==> src/rtl/sm_pkg.sv <==
// Shared constants and types for the QPSK mapper: level encodings and the
// default Gray-coded mapping table.
package sm_pkg;

    localparam logic [1:0] LVL_POS = 2'b01;
    localparam logic [1:0] LVL_NEG = 2'b11;

    // One table entry: [3:2] = I level, [1:0] = Q level.
    typedef logic [3:0] map_entry_t;

    // Indexed by symbol value; the first listed element is index 3.
    localparam map_entry_t [3:0] DEFAULT_MAP = '{
        {LVL_NEG, LVL_NEG},
        {LVL_NEG, LVL_POS},
        {LVL_POS, LVL_NEG},
        {LVL_POS, LVL_POS}
    };

endpackage

==> src/rtl/sm_qpsk_mapper_if.sv <==
// Symbol-in / level-out bundle between the serial-to-parallel converter,
// the mapper and the downstream transmit chain.
interface sm_qpsk_mapper_if;

    logic [1:0] din;
    logic       din_valid;
    logic [1:0] I_out;
    logic [1:0] Q_out;
    logic       out_valid;

    modport master (
        output din,
        output din_valid,
        input  I_out,
        input  Q_out,
        input  out_valid
    );

    modport slave (
        input  din,
        input  din_valid,
        output I_out,
        output Q_out,
        output out_valid
    );

endinterface

==> src/rtl/sm_sym_counter.sv <==
// Single saturating occurrence counter with enable; sticks at all-ones.
// Latency 1 cycle from en to cnt; no backpressure.
module sm_sym_counter #(
    parameter int unsigned CNT_W = 16
) (
    input  logic             clk,
    input  logic             rst,
    input  logic             en,
    output logic [CNT_W-1:0] cnt
);

    always_ff @(posedge clk) begin
        if (rst) begin
            cnt <= '0;
        end else if (en && (cnt != {CNT_W{1'b1}})) begin
            cnt <= cnt + 1'b1;
        end
    end

endmodule

==> src/rtl/sm_qpsk_mapper.sv <==
// QPSK mapper: programmable 4-entry symbol->(I,Q) table, optional output register.
// Latency 0 (OUT_REG=0) or 1 (OUT_REG=1); no backpressure, every valid symbol is taken.
module sm_qpsk_mapper
    import sm_pkg::*;
#(
    parameter int unsigned OUT_REG = 0,
    parameter int unsigned CNT_W   = 16
) (
    input  logic             clk,
    input  logic             rst,
    sm_qpsk_mapper_if.slave  bus,
    input  logic             cfg_we,
    input  logic [1:0]       cfg_addr,
    input  logic [3:0]       cfg_data,
    output logic [CNT_W-1:0] sym_cnt0,
    output logic [CNT_W-1:0] sym_cnt1,
    output logic [CNT_W-1:0] sym_cnt2,
    output logic [CNT_W-1:0] sym_cnt3
);

    map_entry_t [3:0] map_tbl;
    map_entry_t       lookup;

    // Reset wins over a same-cycle write so the table always comes back clean.
    always_ff @(posedge clk) begin
        if (rst) begin
            map_tbl <= DEFAULT_MAP;
        end else if (cfg_we) begin
            map_tbl[cfg_addr] <= cfg_data;
        end
    end

    // Reads the pre-edge table, so a same-cycle write is seen one cycle later.
    assign lookup = map_tbl[bus.din];

    generate
        if (OUT_REG == 0) begin : g_comb_out
            assign bus.I_out     = lookup[3:2];
            assign bus.Q_out     = lookup[1:0];
            assign bus.out_valid = bus.din_valid;
        end else begin : g_reg_out
            logic [1:0] i_q;
            logic [1:0] q_q;
            logic       vld_q;

            always_ff @(posedge clk) begin
                if (rst) begin
                    i_q   <= 2'b00;
                    q_q   <= 2'b00;
                    vld_q <= 1'b0;
                end else begin
                    vld_q <= bus.din_valid;
                    if (bus.din_valid) begin
                        i_q <= lookup[3:2];
                        q_q <= lookup[1:0];
                    end
                end
            end

            assign bus.I_out     = i_q;
            assign bus.Q_out     = q_q;
            assign bus.out_valid = vld_q;
        end
    endgenerate

    logic [CNT_W-1:0] cnt [4];

    generate
        for (genvar g = 0; g < 4; g++) begin : g_cnt
            sm_sym_counter #(
                .CNT_W (CNT_W)
            ) u_cnt (
                .clk (clk),
                .rst (rst),
                .en  (bus.din_valid && (bus.din == 2'(g))),
                .cnt (cnt[g])
            );
        end
    endgenerate

    assign sym_cnt0 = cnt[0];
    assign sym_cnt1 = cnt[1];
    assign sym_cnt2 = cnt[2];
    assign sym_cnt3 = cnt[3];

endmodule

==> src/flat_wrapper.sv <==
// flat-port wrapper written by rule: the top's interface ports become plain ports
module sm_qpsk_mapper_flat import sm_pkg::*;
#(
    parameter int unsigned OUT_REG = 0,
    parameter int unsigned CNT_W   = 16
)
  (clk, rst, cfg_we, cfg_addr, cfg_data, sym_cnt0, sym_cnt1, sym_cnt2, sym_cnt3, bus_din, bus_din_valid, bus_I_out, bus_Q_out, bus_out_valid);
  sm_qpsk_mapper_if bus_i ();
  input  logic clk;
  input  logic rst;
  input  logic cfg_we;
  input  logic [1:0] cfg_addr;
  input  logic [3:0] cfg_data;
  output logic [CNT_W-1:0] sym_cnt0;
  output logic [CNT_W-1:0] sym_cnt1;
  output logic [CNT_W-1:0] sym_cnt2;
  output logic [CNT_W-1:0] sym_cnt3;
  input wire logic [$bits(bus_i.din)-1:0] bus_din;
  input wire logic [$bits(bus_i.din_valid)-1:0] bus_din_valid;
  output wire logic [$bits(bus_i.I_out)-1:0] bus_I_out;
  output wire logic [$bits(bus_i.Q_out)-1:0] bus_Q_out;
  output wire logic [$bits(bus_i.out_valid)-1:0] bus_out_valid;
  assign bus_i.din = bus_din;
  assign bus_i.din_valid = bus_din_valid;
  assign bus_I_out = bus_i.I_out;
  assign bus_Q_out = bus_i.Q_out;
  assign bus_out_valid = bus_i.out_valid;
  sm_qpsk_mapper #(.OUT_REG(OUT_REG), .CNT_W(CNT_W)) u_core (.clk(clk), .rst(rst), .bus(bus_i), .cfg_we(cfg_we), .cfg_addr(cfg_addr), .cfg_data(cfg_data), .sym_cnt0(sym_cnt0), .sym_cnt1(sym_cnt1), .sym_cnt2(sym_cnt2), .sym_cnt3(sym_cnt3));
endmodule
==> config.mk <==
export PLATFORM = sky130hd
export DESIGN_NAME = sm_qpsk_mapper_flat
export DESIGN_NICKNAME = d
export VERILOG_FILES = /design/src/rtl/sm_pkg.sv /design/src/rtl/sm_qpsk_mapper_if.sv /design/src/rtl/sm_sym_counter.sv /design/src/rtl/sm_qpsk_mapper.sv /design/src/flat_wrapper.sv
export SDC_FILE = /design/constraint.sdc
export NUM_CORES = 1
export LEC_CHECK = 0
export CAP_MARGIN = 25
export CORE_UTILIZATION = 35
export CTS_CLUSTER_DIAMETER = 40
export CTS_CLUSTER_SIZE = 20
export DETAILED_ROUTE_END_ITERATION = 6
export HOLD_SLACK_MARGIN = 0.08
export SETUP_SLACK_MARGIN = 0.3
export SLEW_MARGIN = 20
export SYNTH_ARGS = -nofsm -noshare
export SYNTH_HDL_FRONTEND = slang
export SYNTH_HIERARCHICAL = 1
export SYNTH_SLANG_ARGS = --single-unit
==> constraint.sdc <==
create_clock -name clk -period 4.7 [get_ports clk]
set_input_delay 0.705 -clock clk [delete_from_list [all_inputs] [get_ports clk]]
set_output_delay 0.705 -clock clk [all_outputs]
set_load 0.03 [all_outputs]
# Word level (Yosys, flattened, before mapping)
# Index checks and enable logic that the tools add are counted.
[op_classes] n_addsub=4 multipliers=0 div=0 n_lt_le_gt_ge=3 eq_ne=7 shifts=0 muxes=5 n_bitwise=0 reduce_logical=10
[op_table] cell="$add 16x1->16 const B" count=4
[op_table] cell="$ne 16x16->1 const B" count=4
[op_table] cell="$bwmux 16" count=1
[op_table] cell="$logic_and 1x1->1" count=9
[op_table] cell="$bmux 4 s2" count=1
[op_table] cell="$demux 4 s2" count=1
[op_table] cell="$mux 4" count=2
[op_table] cell="$lt 2x3->1 const B" count=2
[op_table] cell="$eq 2x2->1 const B" count=2
[op_table] cell="$eq 2x1->1 const B" count=1
[op_table] cell="$ge 2x1->1 const B" count=1
[op_table] cell="$logic_not 2->1" count=1
[totals] reg_bits=80 latch_bits=0 ramBits=0 mem_bits_ro=0 inputBits=12 out_inout_bits=69 word_cells=37 mem_count=0

# Longest topological paths before layout
# Gate-level depths: netlist (run 1).
[logic_depth] word_depth=5 mapped_depth=7

# By module
# The synthesis (run 1) kept the hierarchy.
[by_module_without_submodules] mod="sm_sym_counter" n_inst=4 cells_per_inst=99 area_per_inst_um2=848.3 seq_area_each_um2=320.3
[by_module_without_submodules] mod="sm_qpsk_mapper" n_inst=1 cells_per_inst=74 area_per_inst_um2=762.0 seq_area_each_um2=320.3

# Worst setup path before layout (run 1)
# OpenSTA, ideal clock, no wires.
[synth_path] path_kind="in2reg" from="input bus_din[0]" to="register u_core.g_cnt[0].u_cnt.cnt[9]" t_arrival_ns=2.239 required_ns=4.630 slack_ns=2.390 stages=6 n_path_buf=2 path_cell_list="buf_2 nor3b_1 nand2_1 clkbuf_1 or4_1 a21oi_1"
[synth_between] elab_chain_len=3
[synth_lines] item="start: declaration" line="flat_wrapper.sv:18" text="input wire logic [$bits(bus_i.din)-1:0] bus_din;"
[synth_lines] item="$logic_not 2->1" line="sm_qpsk_mapper.sv:75" text=".en (bus.din_valid && (bus.din == 2'(g))),"
[synth_lines] item="$logic_and 1x1->1" line="sm_qpsk_mapper.sv:75"
[synth_lines] item="$logic_and 1x1->1" line="sm_sym_counter.sv:15" text="end else if (en && (cnt != {CNT_W{1'b1}})) begin"
[synth_lines] item="end signal: assignment" line="sm_sym_counter.sv:16" text="cnt <= cnt + 1'b1;"
[synth_lines] item="end: declaration" line="sm_sym_counter.sv:9" text="output logic [CNT_W-1:0] cnt"
# No other way between the ends.
# A chain may end at the register's enable or synchronous reset.

# Final worst setup path (run 1)
[layout_path] from="input bus_din[1]" to="output bus_Q_out[1]"
[layout_between] elab_chain_len=2
[layout_lines] item="$bmux 4 s2" line="sm_qpsk_mapper.sv:34" text="assign lookup = map_tbl[bus.din];"
[layout_lines] item="$mux 4 (implied by the code)" line="sm_qpsk_mapper.sv:34"
[layout_lines] item="end: declaration" line="flat_wrapper.sv:21" text="output wire logic [$bits(bus_i.Q_out)-1:0] bus_Q_out;"
# No other way between the ends. The select of a mux whose other input is x is not followed.

==> results of run 1 <==
## synthesized netlist by cell type (5+ instances only)
master / number / share of area
dfxtp_1: 80 / 0.39
a21oi_1: 40 / 0.048
clkbuf_1: 11 / 0.0099
nand3b_1: 5 / 0.0090
nor3_1: 16 / 0.019
o31ai_1: 24 / 0.043
nand4_1: 12 / 0.018
nor4_1: 8 / 0.012
xnor2_1: 8 / 0.017
or4_1: 28 / 0.051
buf_2: 7 / 0.0084
nand3_1: 25 / 0.030
and4_1: 12 / 0.025
mux2i_1: 20 / 0.048
nand2_1: 25 / 0.023
and3_1: 5 / 0.0075
or3_1: 12 / 0.018
nor2_1: 41 / 0.037
o21ai_0: 16 / 0.019
nand2b_1: 6 / 0.0090
nor2b_1: 8 / 0.012
inv_1: 12 / 0.011
## worst register-to-register path: stages (launching register included)
cell	delay, ps
dfxtp_1	430
nand4_1	210
nor4_4	800
nor4bb_1	180
mux2_2	310
## metrics by stage
step	instances	setup WS, ps	total power, uW	utilization
6_report	686	1376	1380	0.4597
5_1_grt	686	1282	1440	0.4597
4_1_cts	686	1373	1406	0.4597
3_5_place_dp	671	1372	779.4	0.4375
3_3_place_gp	671	1382	777.9	0.4375
2_1_floorplan	470	2390	750.5	-
## flip-flops by register name, indices dropped and copies added (netlist names)
| signal | flops |
|---|---|
| u_core/map_tbl | 16 |
| u_core/g_cnt.u_cnt/cnt | 64 |
## cell families after synthesis
group           synth area share
simple gates              0.3354
mux                      0.08070
fa+ha+maj                0.01205
xor+xnor                 0.01686
flops                     0.3854
buf+inv                  0.03463
compound gates            0.1349
## routing by layer
layer / track usage / part of all wire / wire [um]
met3: 0.03171 / 0.038 / 375
met4: 0.08950 / 0.014 / 142
met5: 0 / 0 / 0
met2: 0.2658 / 0.47 / 4682
met1: 0.2130 / 0.48 / 4796
## area by class of cell
class	count	area [um^2]	share of cell area
multi-input combinational	355	2410	0.4552
sequential	80	1602	0.3025
inverter	12	45.04	0.008509
timing repair buffer	81	803.3	0.1517
tap	143	178.9	0.03380
clock buffer	11	232.7	0.04396
clock inverter	4	22.52	0.004254
## final timing paths
| check | end | depth (start not counted) | slack, ps | start |
|---|---|---|---|---|
| worst max-delay path | bus_Q_out[1] | 3 | 1380 | bus_din[1] |
| worst min-delay path | u_core/map_tbl[9] | 2 | 480 | u_core/map_tbl[9] |
| worst max register to register | u_core/g_cnt[3].u_cnt/cnt[11] | 4 | 2650 | u_core/g_cnt[3].u_cnt/cnt[13] |
| worst min register to register | u_core/map_tbl[9] | 2 | 480 | u_core/map_tbl[9] |
## power by group
group          internal (uW)  leakage [uW]  total (uW)  switching (uW)
clock network            352      0.000125         616             264
logic                   30.2      0.000972        73.2            43.0
registers                685      0.000646         691            5.53
total                   1070       0.00174        1380             312
==> out/results.ini, run 1 <==
[routing]
drc = 12
drt_iter0_drc = 176
ant_nets = 0
wl_per_cell_um = 14.57
vias_per_cell = 5.618
drt_wl_total_mm = 9.997
via_count = 3854
first_pass_iters = 7

[sta]
relSlewSlack = 0.3805
tightest_slew_ps = 929.3
post-route-min-period_ps = 3324
max_freq_mhz = 300.8
grt_setup_unrepaired = no
finalHoldViolations = 0
fin_crit_sh = 0.7073
hold_slack_ps = 475.9
setup_viol = 0
slew_viol_final = 0
fin_worst_skew_ps = 5.626
tns_ps = 0

[setup_path]
crit_fanout = 8
worst_path_max_delay_cell = clkdlybuf4s50_1
slowest_delay_ps = 730
critPathTopFamily = buffers and inverters
cp-start-kind = input pin
crit_type = in -> out
crit_chain = clkdlybuf4s50_1 > mux4_2 > clkdlybuf4s50_1
cpMostUsedCell = clkdlybuf4s50_1
arrival_ps = 2620
critPathBufInv = 2
end_kind = output pin
cp.required_ps = 3990

[run_status]
violations = DRC
status = finished with violations

[global_route]
grt_use_total = 0.1668
grt_pass1_vias = 3488
grt_max_degree = 91
grt_antenna_before_repair = 0
grt-ovfl-total = 0
grt_pass1_wl_mm = 16.48

[flow_run]
drv_cap = 0

[yosys]
syn-num-nets = 486
synth.avg_cell_area_um2 = 8.841
syn_area_um2 = 4155
yosys_warnings = 6
synth_edf_count = 0
ys_seq_elements = 80
ys.flop_type = dfxtp_1
async_flop_share = 0
synth_cells = 470
ys_seq_area_frac = 0.3854
ys_types = 37

[power_and_ir_drop]
irDropWorstVdd_mv = 0.1474
p_leak_uw = 0.001743
powerDensity_nw_per_um2 = 260.6

[placement]
port_buffers = 80
dpl.hpwl_mm = 6.788
placed_area_um2 = 5039
gp_congestion = 0.8035

[clocking]
ctsHtreeMaxLevel = 3
cts_resized = 0
clock_sinks = 80
cts_hold_buf = 0
cts-root-buf = clkbuf_16
cts_made_buffers = 9
path_clk_slew_ps = 60
clk_latency_ps = 340
postCtsSetupBuffers = 0
tritoncts = yes
cts_buffer_depth = 2

[floorplanning]
core_um2 = 11520
fp-row-count = 39
fp.dieArea_um2 = 12310
initial_core_util = 0.3608
fp.dieH_um = 111.0
die_w_um = 111.0
ios = 81

[layout]
final_common_cell = dfxtp_1
drive_gt1_frac = 0.06446
fin_area_um2 = 5294
nFillCells = 1140
layout_common_cells = dfxtp_1, clkdlybuf4s50_1, nor2_1
fin_nets = 555
n_antenna_cell = 0
area_growth_pct = 27.40

[hold_path]
hold_path.class = reg -> reg

Note: power is estimated with default switching activity, not from simulation.
==> inputs of run 2 (changes only) <==
==> constraint.sdc (replaced) <==
create_clock -name clk -period 2.9 [get_ports clk]
set_input_delay 0.435 -clock clk [delete_from_list [all_inputs] [get_ports clk]]
set_output_delay 0.435 -clock clk [all_outputs]
set_load 0.03 [all_outputs]
==> run 2 against run 1 <==
Effect of this change:
- the run still ends with DRC left
- final cell count up 1.7%
- critical path depth unchanged
- worst hold slack improved by 1.7 ps
- clock skew decreased by 1.2 ps
- clock power is 87% higher
- sequential power grew 62%
- register-to-register slack worse by 1700 ps
- first-iteration DRC count rose by 15%
- via count is 0.49% higher
- wire length increased by 0.74%
- critical path type unchanged
- highest routed layer unchanged
==> out/results.ini, run 2 (synthesis results as in run 1) <==
[setup_path]
crit_chain = clkdlybuf4s50_1 > mux4_2 > dlygate4sd2_1
reg2regPathDepth = 6  ; +2
slowest_delay_ps = 640  ; -90 ps
critPathTopFamily = buffers and inverters
cp-start-kind = input pin
r2r-end = u_core/g_cnt[2].u_cnt/cnt[11]
crit_fanout = 6  ; -2
reg2reg_slack_ps = 980  ; -1670 ps
arrival_ps = 2010  ; -610 ps
regToRegStartpoint = u_core/g_cnt[2].u_cnt/cnt[0]
crit_type = in -> out
end_kind = output pin
worst_path_max_delay_cell = clkdlybuf4s50_1
cp.required_ps = 2470  ; -1520 ps
critPathBufInv = 2  ; unchanged

[clocking]
postCtsSetupBuffers = 0  ; unchanged
clock_sinks = 80  ; unchanged
cts-root-buf = clkbuf_16
cts_made_buffers = 9  ; unchanged
cts_buffer_depth = 2  ; unchanged
path_clk_slew_ps = 60  ; about the same
clk_latency_ps = 340  ; about the same
cts_hold_buf = 0  ; unchanged
tritoncts = yes
ctsHtreeMaxLevel = 3  ; unchanged

[power_and_ir_drop]
p_leak_uw = 0.001828  ; +4.9%
switchingPower_uw = 519.0  ; +66%
switching_share = 0.2168  ; -0.009640
irDropWorstVdd_mv = 0.4341  ; +190%
power.internal_uw = 1875  ; +76%
pwr-share-clk = 0.480  ; +0.034
p_seq_frac = 0.467  ; -0.034
powerDensity_nw_per_um2 = 441.1  ; +69%
p_comb_frac = 0.052  ; about the same

[sta]
post-route-min-period_ps = 2446
relSlewSlack = 0.5319  ; +0.1514
tightest_slew_ps = 693.1  ; -236.2 ps
layout_setup_ws_ps = 453.6  ; -922.2 ps
tns_ps = 0  ; unchanged
slew_viol_final = 0  ; unchanged
hold_slack_ps = 477.6  ; +1.672 ps
finalHoldViolations = 0  ; unchanged
fin_crit_sh = 0.8436
setup_viol = 0  ; unchanged
grt_setup_unrepaired = no
max_freq_mhz = 408.8
fin_worst_skew_ps = 4.476  ; -1.150 ps

[floorplanning]
die_w_um = 111.0  ; unchanged
initial_core_util = 0.3608  ; unchanged
ios = 81  ; unchanged
core_um2 = 11520  ; unchanged
fp.dieH_um = 111.0  ; unchanged
fp.dieArea_um2 = 12310  ; unchanged
fp-row-count = 39  ; unchanged

[hold_path]
hold_path.class = reg -> reg
holdPathStages = 2  ; unchanged
min_from = u_core/map_tbl[9]
hold_end = u_core/map_tbl[9]

[layout]
finish.utilization = 0.4714  ; +0.01173
layout_common_cells = dfxtp_1, clkdlybuf4s50_1, nor2_1
area_growth_pct = 30.65
drive_gt1_frac = 0.08468  ; +0.02023
nFillCells = 1140  ; unchanged
final_common_cell = dfxtp_1
regMostFlops = u_core/g_cnt.u_cnt/cnt
layout.cells.non_filler = 698  ; +1.7%
n_antenna_cell = 0  ; unchanged
reg_top3 = u_core/g_cnt.u_cnt/cnt (64), u_core/map_tbl (16)
fin_nets = 566  ; +2.0%
largest_reg_flops = 64  ; unchanged

[placement]
gp_congestion = 0.8165  ; +1.6%
dpl.hpwl_mm = 7.201  ; +6.1%
dp_cells = 682  ; +1.6%
post-place-ws_ps = 187.4  ; -1185 ps
port_buffers = 80  ; unchanged

[routing]
first_pass_iters = 6  ; -1
ant_nets = 0  ; unchanged
via_count = 3873  ; +0.49%
wl_per_cell_um = 14.43  ; -0.99%
drt_wl_total_mm = 10.07  ; +0.74%
vias_per_cell = 5.549  ; -1.2%
drt_iter0_drc = 202  ; +15%
drc = 13  ; +1

[global_route]
grt_use_total = 0.1677  ; +0.0008852
grt_antenna_before_repair = 0  ; unchanged
grtUsageMet2 = 0.2692  ; +0.003354
grt.busiest_layer = met2
grt_pass1_wl_mm = 16.55  ; +0.46%
grt-ovfl-total = 0  ; unchanged
grtUsageMet3 = 0.05577  ; +0.02406
grt_max_degree = 38  ; -58%
met1_usage = 0.2055  ; -0.007550
grt_pass1_vias = 3464  ; -0.69%

[flow_run]
drv_cap = 0  ; unchanged

[run_status]
violations = DRC
status = finished with violations

[run 2: layout make-up]
cell class	instances	area, um^2	share of cell area
Clock buffer	13	260.3	0.04794
Clock inverter	3	40.04	0.007375
Inverter	12	45.04	0.008297
Multi-Input combinational cell	355	2410	0.4439
Sequential cell	80	1602	0.2950
Tap cell	143	178.9	0.03296
Timing Repair Buffer	92	893.4	0.1646
[run 2: routing by layer]
metal | up-vias | part of all wire
met5 | - | 0
met2 | 83 | 0.47
met1 | 1828 | 0.45
li1 | 1952 | -
met3 | 10 | 0.064
met4 | 0 | 0.013
[run 2: how the worst max path moves through the flow]
| stage | start | end | slack, ps | depth (start not counted) |
|---|---|---|---|---|
| 6_report | bus_din[1] | bus_Q_out[1] | 450 | 3 |
| 3_3_place_gp | bus_din[1] | bus_Q_out[0] | 200 | 3 |
| 2_1_floorplan | bus_din[0] | u_core/g_cnt[0].u_cnt/cnt[9] | 860 | 6 |
| 3_5_place_dp | bus_din[1] | bus_Q_out[1] | 190 | 3 |
| 5_1_grt | bus_din[1] | bus_Q_out[0] | 410 | 3 |
| 4_1_cts | bus_din[1] | bus_Q_out[0] | 430 | 3 |
[run 2: metrics by stage]
stage          area [um^2]  total power [uW]
2_1_floorplan         4155              1216
3_3_place_gp          5134              1270
3_5_place_dp          5134              1273
4_1_cts               5429              2430
5_1_grt               5429              2495
6_report              5429              2394
[run 2: power by group through the flow]
stage               sequential [uW]  combinational [uW]  clock (uW)
finish                         1120                 125        1150
detailed placement             1140                 129           0
CTS                            1120                 127        1180
global route                   1120                 136        1240
global placement               1140                 127           0
floorplan                      1150                68.5           0
[run 2: worst reg2reg max path, stage by stage, from the launching register on]
cell and delay, ps:
dfxtp_1 410, ha_1 250, nand3_1 160, nor4_4 390
buf_4 250, nor4bb_1 70, mux2_2 280
[run 2: what timing repair did]
action | in CTS | in global routing
endpoints found under the hold margin | 0 | 0
endpoints found under the setup margin | 4 | 0
gates resized for setup | 4 | 0
